## config.mk

```make
export PLATFORM = sky130hd
export DESIGN_NAME = ram_sync_bank
export DESIGN_NICKNAME = d
export VERILOG_FILES = /design/src/rtl/ram_sync_bank.sv
export SDC_FILE = /design/constraint.sdc
export NUM_CORES = 2
export LEC_CHECK = 0
export ABC_AREA = 1
export CORE_MARGIN = 4
export CORE_UTILIZATION = 45
export DETAILED_ROUTE_END_ITERATION = 8
export GPL_TIMING_DRIVEN = 1
export SLEW_MARGIN = 5
export SYNTH_ARGS = -nofsm -noshare
export SYNTH_HDL_FRONTEND = slang
export SYNTH_HIERARCHICAL = 1
export SYNTH_SLANG_ARGS = --single-unit
export TNS_END_PERCENT = 100
```

## constraint.sdc

```tcl
create_clock -name clk -period 4.2 [get_ports clk]
set_input_delay 0.84 -clock clk [delete_from_list [all_inputs] [get_ports clk]]
set_output_delay 0.84 -clock clk [all_outputs]
set_load 0.02 [all_outputs]
```

## src/rtl/ram_sync_bank.sv

```systemverilog
// ram_sync_bank: synchronous single-port RAM bank with a valid/ready request port.
//
// After every reset a sequencer zero-fills all DEPTH words, one word per cycle,
// before the port opens. In RUN the bank accepts one request per cycle with no
// back-pressure. Writes honour per-byte enables. Reads return data RD_LAT
// cycles (1 or 2) after accept.
//
// Ports:
//   clk, rst_n            clock; synchronous active-low reset
//   req_valid/req_ready   request handshake; accept = valid && ready
//   req_we                1 = write, 0 = read
//   req_addr              word address (full ADDR_W bits compared against DEPTH)
//   req_wdata, req_be     write data and byte enables (be ignored on reads)
//   rsp_valid             one-cycle read response pulse
//   rsp_rdata             read data, held between responses
//   rsp_err               qualifies rsp_valid: read address was out of range
//   wr_err                one-cycle pulse: accepted write was out of range
//   init_done             zero-fill complete
module ram_sync_bank #(
   parameter int DATA_W = 32,
   parameter int ADDR_W = 6,
   parameter int DEPTH  = 64,
   parameter int RD_LAT = 1
) (
   input  logic                clk,
   input  logic                rst_n,
   input  logic                req_valid,
   output logic                req_ready,
   input  logic                req_we,
   input  logic [ADDR_W-1:0]   req_addr,
   input  logic [DATA_W-1:0]   req_wdata,
   input  logic [DATA_W/8-1:0] req_be,
   output logic                rsp_valid,
   output logic [DATA_W-1:0]   rsp_rdata,
   output logic                rsp_err,
   output logic                wr_err,
   output logic                init_done
);
   localparam int                NUM_LANES = DATA_W / 8;
   localparam logic [ADDR_W-1:0] LAST_ADDR = ADDR_W'(DEPTH - 1);
   localparam logic [ADDR_W:0]   DEPTH_W   = (ADDR_W + 1)'(DEPTH);

   typedef enum logic {CLEAR, RUN} state_t;

   typedef struct packed {
      logic                      we;
      logic [ADDR_W-1:0]         addr;
      logic [NUM_LANES-1:0][7:0] wdata;
      logic [NUM_LANES-1:0]      be;
   } req_t;

   state_t                    state;
   logic [ADDR_W-1:0]         cnt;
   req_t                      req;
   logic                      acc, wr_acc, rd_acc, in_range, clearing;
   logic [NUM_LANES-1:0]      lane_we;
   logic [ADDR_W-1:0]         lane_addr;
   logic [NUM_LANES-1:0][7:0] lane_wdata;
   logic [NUM_LANES-1:0][7:0] lane_rdata;
   // vld_pipe[k] / err_pipe[k] describe the read accepted k cycles ago
   logic [RD_LAT:1]           vld_pipe, err_pipe;

   assign req = {req_we, req_addr, req_wdata, req_be};

   // req_ready is only ever high in RUN, so acc already implies RUN; the
   // rst_n term keeps a request at a reset edge from touching memory.
   assign acc      = rst_n && req_valid && req_ready;
   assign wr_acc   = acc && req.we;
   assign rd_acc   = acc && !req.we;
   assign in_range = {1'b0, req.addr} < DEPTH_W;
   assign clearing = rst_n && (state == CLEAR);

   // The fill sequencer and the request port share the single write port.
   always_comb begin
      lane_we    = '0;
      lane_addr  = req.addr;
      lane_wdata = req.wdata;
      if (clearing) begin
         lane_we    = '1;
         lane_addr  = cnt;
         lane_wdata = '0;
      end else if (wr_acc && in_range) begin
         lane_we = req.be;
      end
   end

   // Fill sequencer: CLEAR writes one word per cycle, RUN is terminal.
   always_ff @(posedge clk) begin
      if (!rst_n) begin
         state     <= CLEAR;
         cnt       <= '0;
         req_ready <= 1'b0;
         init_done <= 1'b0;
      end else begin
         case (state)
            CLEAR: begin
               if (cnt == LAST_ADDR) begin
                  state     <= RUN;
                  cnt       <= '0;
                  req_ready <= 1'b1;
                  init_done <= 1'b1;
               end else begin
                  cnt <= cnt + 1'b1;
               end
            end
            RUN: begin
               req_ready <= 1'b1;
               init_done <= 1'b1;
            end
            default: state <= CLEAR;
         endcase
      end
   end

   // Response tracking; reset flushes anything in flight.
   always_ff @(posedge clk) begin
      if (!rst_n) begin
         vld_pipe <= '0;
         err_pipe <= '0;
         wr_err   <= 1'b0;
      end else begin
         vld_pipe[1] <= rd_acc;
         err_pipe[1] <= rd_acc && !in_range;
         for (int k = 2; k <= RD_LAT; k++) begin
            vld_pipe[k] <= vld_pipe[k-1];
            err_pipe[k] <= err_pipe[k-1];
         end
         wr_err <= wr_acc && !in_range;
      end
   end

   genvar gi;
   for (gi = 0; gi < NUM_LANES; gi++) begin : g_lane
      ram_sync_bank_lane #(
         .ADDR_W (ADDR_W),
         .DEPTH  (DEPTH)
      ) u_lane (
         .clk     (clk),
         .rst_n   (rst_n),
         .wr_en   (lane_we[gi]),
         .wr_addr (lane_addr),
         .wr_data (lane_wdata[gi]),
         .rd_en   (rd_acc),
         .rd_ok   (in_range),
         .rd_addr (req.addr),
         .rd_data (lane_rdata[gi])
      );
   end

   // Lane read registers already hold their value between reads; the second
   // stage likewise only loads when a response moves through it.
   if (RD_LAT == 2) begin : g_lat2
      logic [DATA_W-1:0] out_q;
      always_ff @(posedge clk) begin
         if (!rst_n)
            out_q <= '0;
         else if (vld_pipe[1])
            out_q <= lane_rdata;
      end
      assign rsp_rdata = out_q;
   end else begin : g_lat1
      assign rsp_rdata = lane_rdata;
   end

   assign rsp_valid = vld_pipe[RD_LAT];
   assign rsp_err   = err_pipe[RD_LAT];
endmodule

// ram_sync_bank_lane: one byte lane of storage with a registered read port.
//
// Ports:
//   clk, rst_n         clock; synchronous active-low reset (read register only)
//   wr_en/addr/data    byte write
//   rd_en, rd_ok       read strobe; rd_ok=0 returns zero instead of memory
//   rd_addr, rd_data   read address and registered read byte
module ram_sync_bank_lane #(
   parameter int ADDR_W = 6,
   parameter int DEPTH  = 64
) (
   input  logic              clk,
   input  logic              rst_n,
   input  logic              wr_en,
   input  logic [ADDR_W-1:0] wr_addr,
   input  logic [7:0]        wr_data,
   input  logic              rd_en,
   input  logic              rd_ok,
   input  logic [ADDR_W-1:0] rd_addr,
   output logic [7:0]        rd_data
);
   logic [7:0] mem [DEPTH];

   // Storage is not reset; the fill sequencer provides defined contents.
   always_ff @(posedge clk) begin
      if (wr_en)
         mem[wr_addr] <= wr_data;
   end

   always_ff @(posedge clk) begin
      if (!rst_n)
         rd_data <= '0;
      else if (rd_en)
         rd_data <= rd_ok ? mem[rd_addr] : 8'h00;
   end
endmodule

```

==> flow_summary.toml <==
[routing]
viasPerCell = 5.51
route.detailed.drc = 0
routedWlPerCell_microns = 22.0
first_pass_iters = 5
drtIter0Drc = 5696
drt-total-wl_microns = 226000
num_vias = 56600
ant_nets = 0

[global_route]
antenna_found_initial = 4
grt_max_degree = 257
grt_pass1_vias = 54900
grt_first_pass_wirelength_microns = 339000
grt_usage_pct = 22.5
overflow = 0

[sta]
hold_viol = 0
timing.hold.ws_ns = 0.466
rsz0062_at_grt = "no"
slew-limit-headroom_pct = 19.7
finalCriticalPeriod_ns = 3.27
maxSlewViolCount = 0
skew_ns = 0.0273
setup_viol = 0
setup_slack_ns = 0.925
finalSetupTns_ns = 0
timing.fmax_ghz = 0.305
fin_crit_sh_pct = 78.0
worst_pin_slew_ns = 1.21

[synthesis]
synthTopCellsByArea = "edfxtp_1 (71%), nand2_1 (12%), nand3_1 (10%)"
ys_warn_count = 6
syn_inst = 7486
syn_area_per_cell_sq_um = 11.5
ys_types = 23
ys_ff_latch = 2089
seq_area_frac_synth_pct = 72.4
netlist.area_leader.share_pct = 71.5
netlist_area_sq_um = 86100
synth_top_area_cell = "edfxtp_1"

[cts]
cts-htree-levels = 4
cts_root_buf = "clkbuf_16"
path_clk_slew_ns = 0.06
cts_sinks = 2089
cts_made_buffers = 205
cts_hold_buf = 0
cts_resized = 0
post_cts_buffers = 0
cts_max_path_buffers = 3
cts_tree = "done"
clock_latency_ns = 0.85

[power_and_ir_drop]
p_leak_uw = 0.0349
intPower_uw = 34400
ir_drop_v = 0.000344
p_clk_share_pct = 41.5
swShare_pct = 22.4
comb_power_share_pct = 6.5
powerDensity_nw_per_um2 = 458
p_sw_uw = 9940
sequentialPowerShare_pct = 52.0

[critical_path]
cp_data_required_time_ns = 4.67
crit_family = "buffers and inverters"
slowest_stage = "nor2_1"
worstPathArrival_ns = 3.74
crit_buf_inv = 6
worstPathMaxFanout = 14
worstSetupStartpointType = "input pin"
crit_top_cell = "buf_4"
timing.critical_path.slowest_cell_delay_ns = 0.51
path_cells = "clkdlybuf4s50_1 > buf_4 > inv_2 > nor2_8 > inv_2 > o21ai_4 > buf_4 > nand4_1 > buf_4 > nor2_1"
crit_type = "in2reg"
cp.depth = 10
rr_worst_depth = 7
end_kind = "register"

[cells_and_area]
most-common-layout-cells = "nand2_1 (2,688), edfxtp_1 (2,048), nand3_1 (1,762)"
finish.utilization_pct = 50.8
fin_nets = 7626
final_common_cell = "nand2_1"
area_growth_pct = 12.3
drive_gt1_share_pct = 7.93

[place]
dpl.hpwl_microns = 131000
port-buffer-count = 80
dp_slack_ns = 0.121
place_congestion = 0.871

[floorplanning]
dieWidth_microns = 445
pin_count = 83
die_h_microns = 445
rows = 160
start_util_pct = 45.2
die-area_sq_um = 198000
coreArea_sq_um = 190000

[min_path]
hold_class = "reg2reg"
holdPathStages = 2

[job]
maxCapViolations = 0

[status]
status = "completed"
## layout make-up
class | count | area, sq um
fill | 16600 | 93500
sequential | 2089 | 62300
multi-input combinational | 4841 | 20900
clock buffer | 270 | 5530
tap | 2511 | 3140
timing repair buffer | 341 | 3100
clock inverter | 111 | 1220
inverter | 101 | 409
antenna | 4 | 10.0
## flip-flops by register name (all words and copies together), names as in the netlist
signal	flops
init_done	1
rsp_valid	1
g_lane.u_lane/mem	2048
cnt	6
state	1
g_lane.u_lane/rd_data	32
## worst register-to-register path, delay by kind of cell, from the launching register on
kind	cells	cell delay (ns)
and+or+nand+nor	6	1.93
buffers and inverters	1	0.31
DFF	1	0.48
## cell families (layout without fill, tap and decap cells)
logic type                 after synthesis  count (layout)  synth area share [%]
AOI/OAI and AO/OA                       44              44                 0.273
buffers and inverters                  560             823                  3.61
adders and majority gates                1               1                0.0145
and+or+nand+nor                       4790            4790                  23.7
other                                    2              10               0.00873
DFF                                   2089            2089                  72.4
## synthesized netlist by cell type, drive strengths merged
| cell type | n |
|---|---|
| a21oi | 37 |
| buf | 359 |
| clkbuf | 100 |
| clkinv | 4 |
| conb | 2 |
| dfxtp | 41 |
| edfxtp | 2048 |
| ha | 1 |
| inv | 97 |
| nand2 | 2690 |
| nand3 | 1762 |
| nand4 | 37 |
| nor2 | 266 |
| nor3 | 3 |
| nor4 | 32 |
| o21ai | 7 |
## final timing paths
check / startpoint / end / slack, ns
setup reg to reg: init_done / g_lane[0].u_lane/mem[7][5] / 1.09
setup / recovery: rst_n / g_lane[0].u_lane/mem[7][5] / 0.93
hold / removal: g_lane[1].u_lane/rd_data[4] / g_lane[1].u_lane/rd_data[4] / 0.47
hold reg to reg: g_lane[1].u_lane/rd_data[4] / g_lane[1].u_lane/rd_data[4] / 0.47
## power groups by stage
stage	Combinational (uW)	Sequential (uW)	Clock [uW]
floorplan	1760	23500	0
global placement	2850	23500	0
detailed placement	2860	23500	0
CTS	2870	23000	18700
global route	3130	23000	19700
finish	2880	23000	18400
## layer usage
| layer | global-route usage [%] | part of all wire, % | vias up |
|---|---|---|---|
| met2 | 37.1 | 48 | 2214 |
| met1 | 30.7 | 42 | 27600 |
| met3 | 3.45 | 7.3 | 402 |
| met4 | 7.38 | 3.2 | 2 |
| met5 | 0 | 0.0062 | - |
| li1 | - | - | 26400 |
## per-stage QoR
step | power, uW | instances | cell area [sq um]
2_1_floorplan | 25200 | 7490 | 86100
3_3_place_gp | 26300 | 9882 | 89900
5_1_grt | 45800 | 10300 | 96600
3_5_place_dp | 26300 | 9883 | 89900
4_1_cts | 44600 | 10300 | 96600
6_report | 44300 | 10300 | 96600
(Power assumes the default switching activity.)
